**src/rtl/trap_unit.sv**
```systemverilog
// ============================================================================
// Module   : trap_unit
// Purpose  : Sequences a trap or MRET between the exec stage and the CSR file.
//            Accepts one request, flushes the pipeline until it drains, emits
//            a single-cycle CSR update strobe with its payload, then hands
//            fetch a redirect PC over a valid/ready handshake.
// Ports    : clk, rst_n (async, active-low)
//            exc_valid/exc_cause/exc_pc/exc_tval, mret_valid   - exec requests
//            pipe_idle                                          - drain status
//            mstatus, mtvec, mepc, privilege_mode               - CSR values
//            busy, flush                                        - pipeline ctl
//            trap_do_update + trap_mcause/trap_mepc/trap_mtval  - trap strobe
//            xret_do_update + xret_new_mstatus/_privilege_mode  - MRET strobe
//            redirect_valid/redirect_pc/redirect_ready          - fetch redirect
// Config   : TRAP_MTVAL_EN - when defined, exc_tval is latched onto
//            trap_mtval; otherwise trap_mtval is tied to zero.
// Widths   : `XLEN / `ALEN, normally from params.svh; defaulted to 32 here.
// Revision : 1.0 - initial release
// ============================================================================
`default_nettype none

`ifndef XLEN
`define XLEN 32
`endif
`ifndef ALEN
`define ALEN 32
`endif

module trap_unit (
  input  logic              clk,
  input  logic              rst_n,
  input  logic              exc_valid,
  input  logic [3:0]        exc_cause,
  input  logic [`ALEN-1:0]  exc_pc,
  input  logic [`XLEN-1:0]  exc_tval,
  input  logic              mret_valid,
  input  logic              pipe_idle,
  input  logic [`XLEN-1:0]  mstatus,
  input  logic [`XLEN-1:0]  mtvec,
  input  logic [`XLEN-1:0]  mepc,
  input  logic [1:0]        privilege_mode,
  output logic              busy,
  output logic              flush,
  output logic              trap_do_update,
  output logic [3:0]        trap_mcause,
  output logic [`ALEN-1:0]  trap_mepc,
  output logic [`XLEN-1:0]  trap_mtval,
  output logic              xret_do_update,
  output logic [`XLEN-1:0]  xret_new_mstatus,
  output logic [1:0]        xret_new_privilege_mode,
  output logic              redirect_valid,
  output logic [`ALEN-1:0]  redirect_pc,
  input  logic              redirect_ready
);

  typedef enum logic [1:0] {
    S_IDLE     = 2'd0,
    S_DRAIN    = 2'd1,
    S_COMMIT   = 2'd2,
    S_REDIRECT = 2'd3
  } state_t;

  state_t             state, state_nxt;
  logic               kind_trap;     // 1: trap, 0: MRET
  logic [3:0]         cause_q;
  logic [`ALEN-1:0]   epc_q;
  logic [`XLEN-1:0]   xret_mstatus_q;
  logic [1:0]         xret_priv_q;
  logic [`ALEN-1:0]   target_q;
  logic [`XLEN-1:0]   xret_mstatus_calc;

  // Current privilege is not needed: only M-mode exists, and the MRET target
  // privilege comes from mstatus.MPP. Low PC/tvec bits are masked by design.
  wire unused_ok = &{1'b0, privilege_mode, mtvec, mepc, exc_pc};

  // ---------------------------------------------------------------- state
  always_ff @(posedge clk or negedge rst_n) begin
    if (!rst_n) state <= S_IDLE;
    else        state <= state_nxt;
  end

  always_comb begin
    state_nxt = state;
    case (state)
      S_IDLE:     if (exc_valid || mret_valid) state_nxt = S_DRAIN;
      S_DRAIN:    if (pipe_idle)               state_nxt = S_COMMIT;
      S_COMMIT:                                state_nxt = S_REDIRECT;
      S_REDIRECT: if (redirect_ready)          state_nxt = S_IDLE;
      default:                                 state_nxt = S_IDLE;
    endcase
  end

  // MRET mstatus: MIE <- MPIE, MPIE <- 1, MPP <- M (only M-mode implemented).
  always_comb begin
    xret_mstatus_calc        = mstatus;
    xret_mstatus_calc[3]     = mstatus[7];
    xret_mstatus_calc[7]     = 1'b1;
    xret_mstatus_calc[12:11] = 2'b11;
  end

  // ---------------------------------------------------------------- payload
  // MRET payload is captured on the DRAIN->COMMIT edge so the strobe payload
  // is fully registered; mstatus cannot change while the pipe is drained.
  always_ff @(posedge clk or negedge rst_n) begin
    if (!rst_n) begin
      kind_trap      <= 1'b0;
      cause_q        <= '0;
      epc_q          <= '0;
      xret_mstatus_q <= '0;
      xret_priv_q    <= '0;
      target_q       <= '0;
    end else begin
      if (state == S_IDLE) begin
        if (exc_valid) begin
          kind_trap <= 1'b1;
          cause_q   <= exc_cause;
          epc_q     <= {exc_pc[`ALEN-1:1], 1'b0};
        end else if (mret_valid) begin
          kind_trap <= 1'b0;
        end
      end
      if (state == S_DRAIN && pipe_idle) begin
        xret_mstatus_q <= xret_mstatus_calc;
        xret_priv_q    <= mstatus[12:11];
      end
      if (state == S_COMMIT) begin
        target_q <= kind_trap ? {mtvec[`ALEN-1:2], 2'b00}
                              : {mepc[`ALEN-1:1], 1'b0};
      end
    end
  end

`ifdef TRAP_MTVAL_EN
  logic [`XLEN-1:0] tval_q;

  always_ff @(posedge clk or negedge rst_n) begin
    if (!rst_n)                        tval_q <= '0;
    else if (state == S_IDLE && exc_valid) tval_q <= exc_tval;
  end

  assign trap_mtval = tval_q;
`else
  wire unused_tval_ok = &{1'b0, exc_tval};

  assign trap_mtval = '0;
`endif

  // ---------------------------------------------------------------- outputs
  assign busy                    = (state != S_IDLE);
  assign flush                   = (state != S_IDLE);
  assign trap_do_update          = (state == S_COMMIT) &&  kind_trap;
  assign xret_do_update          = (state == S_COMMIT) && !kind_trap;
  assign trap_mcause             = cause_q;
  assign trap_mepc               = epc_q;
  assign xret_new_mstatus        = xret_mstatus_q;
  assign xret_new_privilege_mode = xret_priv_q;
  assign redirect_valid          = (state == S_REDIRECT);
  assign redirect_pc             = target_q;

endmodule

`default_nettype wire
```
**config.mk**
```make
export PLATFORM = sky130hd
export DESIGN_NAME = trap_unit
export DESIGN_NICKNAME = d
export VERILOG_FILES = /design/src/rtl/trap_unit.sv
export SDC_FILE = /design/constraint.sdc
export NUM_CORES = 1
export LEC_CHECK = 0
export CAP_MARGIN = 10
export CORE_AREA = 2 2 119 121
export DETAILED_ROUTE_END_ITERATION = 8
export DIE_AREA = 0 0 121 123
export HOLD_SLACK_MARGIN = 0.05
export PLACE_DENSITY = 0.77
export SLEW_MARGIN = 40
export SYNTH_ARGS = -nofsm -noshare
export SYNTH_HDL_FRONTEND = slang
export SYNTH_SLANG_ARGS = --single-unit
```
**constraint.sdc**
```tcl
create_clock -name clk -period 3.1 [get_ports clk]
set_input_delay 0.93 -clock clk [delete_from_list [all_inputs] [get_ports clk]]
set_output_delay 0.93 -clock clk [all_outputs]
set_load 0.005 [all_outputs]
```
==> metrics.txt <==
x dimension of the die 121 um; final setup vio count 0; post-DP HPWL between 8000 and 9000 um; initial antenna violation count 0; post-synthesis instance total about 340; top post-synthesis cells by area dfrtp_1 56%, mux2_4 9.6%, mux2_2 9.5%, mux2i_1 6.9%, buf_4 6.6%; wire length of the first global-routing pass 16900 um; Hold Path Cell Cnt 1; number of global-route vias before repair 3487; final core area utilization between 50% and 60%; count of TritonRoute iterations in the first routing pass 4; cells resized by post-CTS repair 0; cell row count 43; number of clock sinks seen by CTS 101; critical path depth in cells 4; leading cell types by count after synthesis 101 x dfrtp_1, 40 x buf_4, 38 x mux2_2; post-placement cell area between 6000 and 7000 sq um; Critical Path Source Type flop; Worst Max-Slew Pin Slew 0.623 ns; Vias/cell 4.36; top-count cell post-synth dfrtp_1; number of buffers inserted during clock tree synthesis 9; highest clock rate approximately 370 MHz; starting density of the core between 30% and 40%; CP Data Arrival Time 1.78 ns; RD Place Congestion roughly 0.76; crit-path cells inv_1 > ha_1 > inv_1 > clkdlybuf4s50_1; Total Neg Setup Slack 0 ns; maximum clock path buffer count 2; Syn. warnings 0; post-synthesis sequential area ratio 56.0%; post-route clock period utilization 87.3%; DRT antenna net count 0; number of slew-limit violations in the final report 0; GR Util All Layers between 10% and 20%; unrepaired setup endpoints after global routing no; worst r2r path cells 4; finished layout cell area 7170 sq um; number of max-cap violations 0; most frequently used flop master after synthesis dfrtp_1; floorplan die height 123 um; clock period minus final worst setup slack 2.71 ns; total overflow reported by the global router 0; Hold Vio Cnt, Final 0; DRC 0; leakage around 3.2 nW; Slowest cell on crit path clkdlybuf4s50_1; longest individual stage delay on the worst path around 0.46 ns; number of H-tree branching levels 3; type of the worst min-delay path reg2reg; final wirelength 11300 um; largest net degree at the start of global routing 64; final layout net count 746; Critical path buffers and inverters 3; CTS clk-pin slew, worst paths ~0.06 ns; worst ir drop on vdd roughly 0.46 mV; Clk Tree Root Cell clkbuf_16; initial DRC count 55; area share of the largest cell type after synthesis 56.0%; Setup CP Type reg2out; Final Worst Setup Slack 0.395 ns; cell area after technology mapping 4520 sq um; share of final-layout standard cells stronger than drive strength 1 15.5%; Clk Latency, worst-skew pair 0.34 ns; Worst Skew 0.00928 ns; vias after detailed routing 3286; cell accounting for the most synthesized area dfrtp_1; largest fanout on the critical path 4; post-synthesis area per instance around 13 sq um; number of buffers added for setup after CTS 0; Post-Place Cells 738; cell family with most CP delay buffers and inverters; hold-fix buffers at CTS 0; Post-synth EDFFs 0; Port Buffer Count 237; num ports 311; count of non-filler cells in the finished layout about 750; result of the run finished, final reports clean; Post-synth ARST share 100%; unique cell type count in the Yosys netlist 22; clock tree from TritonCTS done; Slew Limit Headroom 58.5%; average wire per cell in the routed design 14.9 um; standard cell core area 13600 sq um; most repeated library cell on the critical path inv_1; total power per unit cell area 920 nW/um^2; Setup crit end kind primary output; worst slack at placement 0.637 ns; synthesis-stage register bit count 101; Die Outline Area 14900 sq um; Required @ worst endpoint roughly 2.2 ns; area added between synthesis and finish 58.7%; # diodes 0
[where the power goes]
part,internal (W),switching (W)
clock,0.000564,0.000475
sequential,0.00199,0.000377
combinational,0.00209,0.00110
[worst register-to-register path: stages, from the launching register on]
cell     delay [ns]
dfrtp_1        0.38
inv_1          0.10
ha_1           0.30
nand2_4        0.50
mux2_2         0.42
[flip-flops by register name, summed over array words and instances (netlist names)]
signal / count
trap_mcause: 4
state: 2
xret_new_mstatus: 30
redirect_pc: 31
kind_trap: 1
trap_mepc: 31
xret_new_privilege_mode: 2
[through the flow]
step           hold WS, ns  total power [W]
2_1_floorplan        0.504          0.00384
3_3_place_gp         0.488          0.00551
3_5_place_dp         0.493          0.00562
4_1_cts              0.508          0.00671
5_1_grt              0.519          0.00703
6_report             0.506          0.00660
[cells by family after synthesis]
kind of cell	after synthesis	synth area share [%]
flops	101	56.0
mux	98	26.0
compound gates	32	3.77
other cells	1	0.0830
buf+inv	59	8.86
simple gates	42	3.96
fa+ha+maj	5	1.39
[final timing paths]
path / to / slack [ns] / from
min: xret_new_mstatus[8] / 0.51 / xret_new_mstatus[8]
min reg2reg: xret_new_mstatus[8] / 0.51 / xret_new_mstatus[8]
max in group asynchronous: kind_trap / 1.78 / rst_n
min in group asynchronous: xret_new_mstatus[22] / 0.58 / rst_n
max reg2reg: trap_mepc[2] / 1.29 / state[0]
max: busy / 0.39 / state[0]
[layout by cell type, fill, tap and decap left out]
cell type | Yosys | final
nor2b_1 | 2 | 2
mux2_2 | 38 | 38
mux2i_1 | 31 | 31
nand3b_1 | 1 | 1
ha_1 | 5 | 4
nand2_1 | 4 | 4
inv_1 | 5 | 5
buf_12 | 0 | 1
buf_4 | 40 | 4
mux2_4 | 29 | 29
nor2_1 | 32 | 32
and2_1 | 1 | 1
clkbuf_8 | 0 | 1
clkinv_2 | 0 | 1
ha_2 | 0 | 1
dfrtp_2 | 0 | 1
clkinvlp_4 | 0 | 1
o21ai_0 | 1 | 1
clkbuf_16 | 0 | 9
a221oi_2 | 1 | 1
clkdlybuf4s50_1 | 0 | 236
conb_1 | 1 | 34
clkbuf_1 | 5 | 2
nand2b_1 | 1 | 1
inv_6 | 0 | 1
a21oi_1 | 30 | 30
dfrtp_1 | 101 | 100
nand2_4 | 1 | 1
[metal layers]
| layer | up-vias | global-route usage [%] | wire length (um) |
|---|---|---|---|
| li1 | 1537 | - | - |
| met1 | 1559 | 15.0 | 4030 |
| met2 | 170 | 26.5 | 5790 |
| met3 | 20 | 5.63 | 1150 |
| met4 | 0 | 7.56 | 284 |
| met5 | - | 0 | 0 |
[area by class of cell]
class	count	area, sq um
flip-flops and latches	101	2530
well taps	180	225
fillers	1183	6440
repair buffers	241	2410
inverters	5	18.8
clock inverters	3	21.3
multi-input cells	211	1720
clock buffers	12	246
Power figures use the tool's default switching activity.
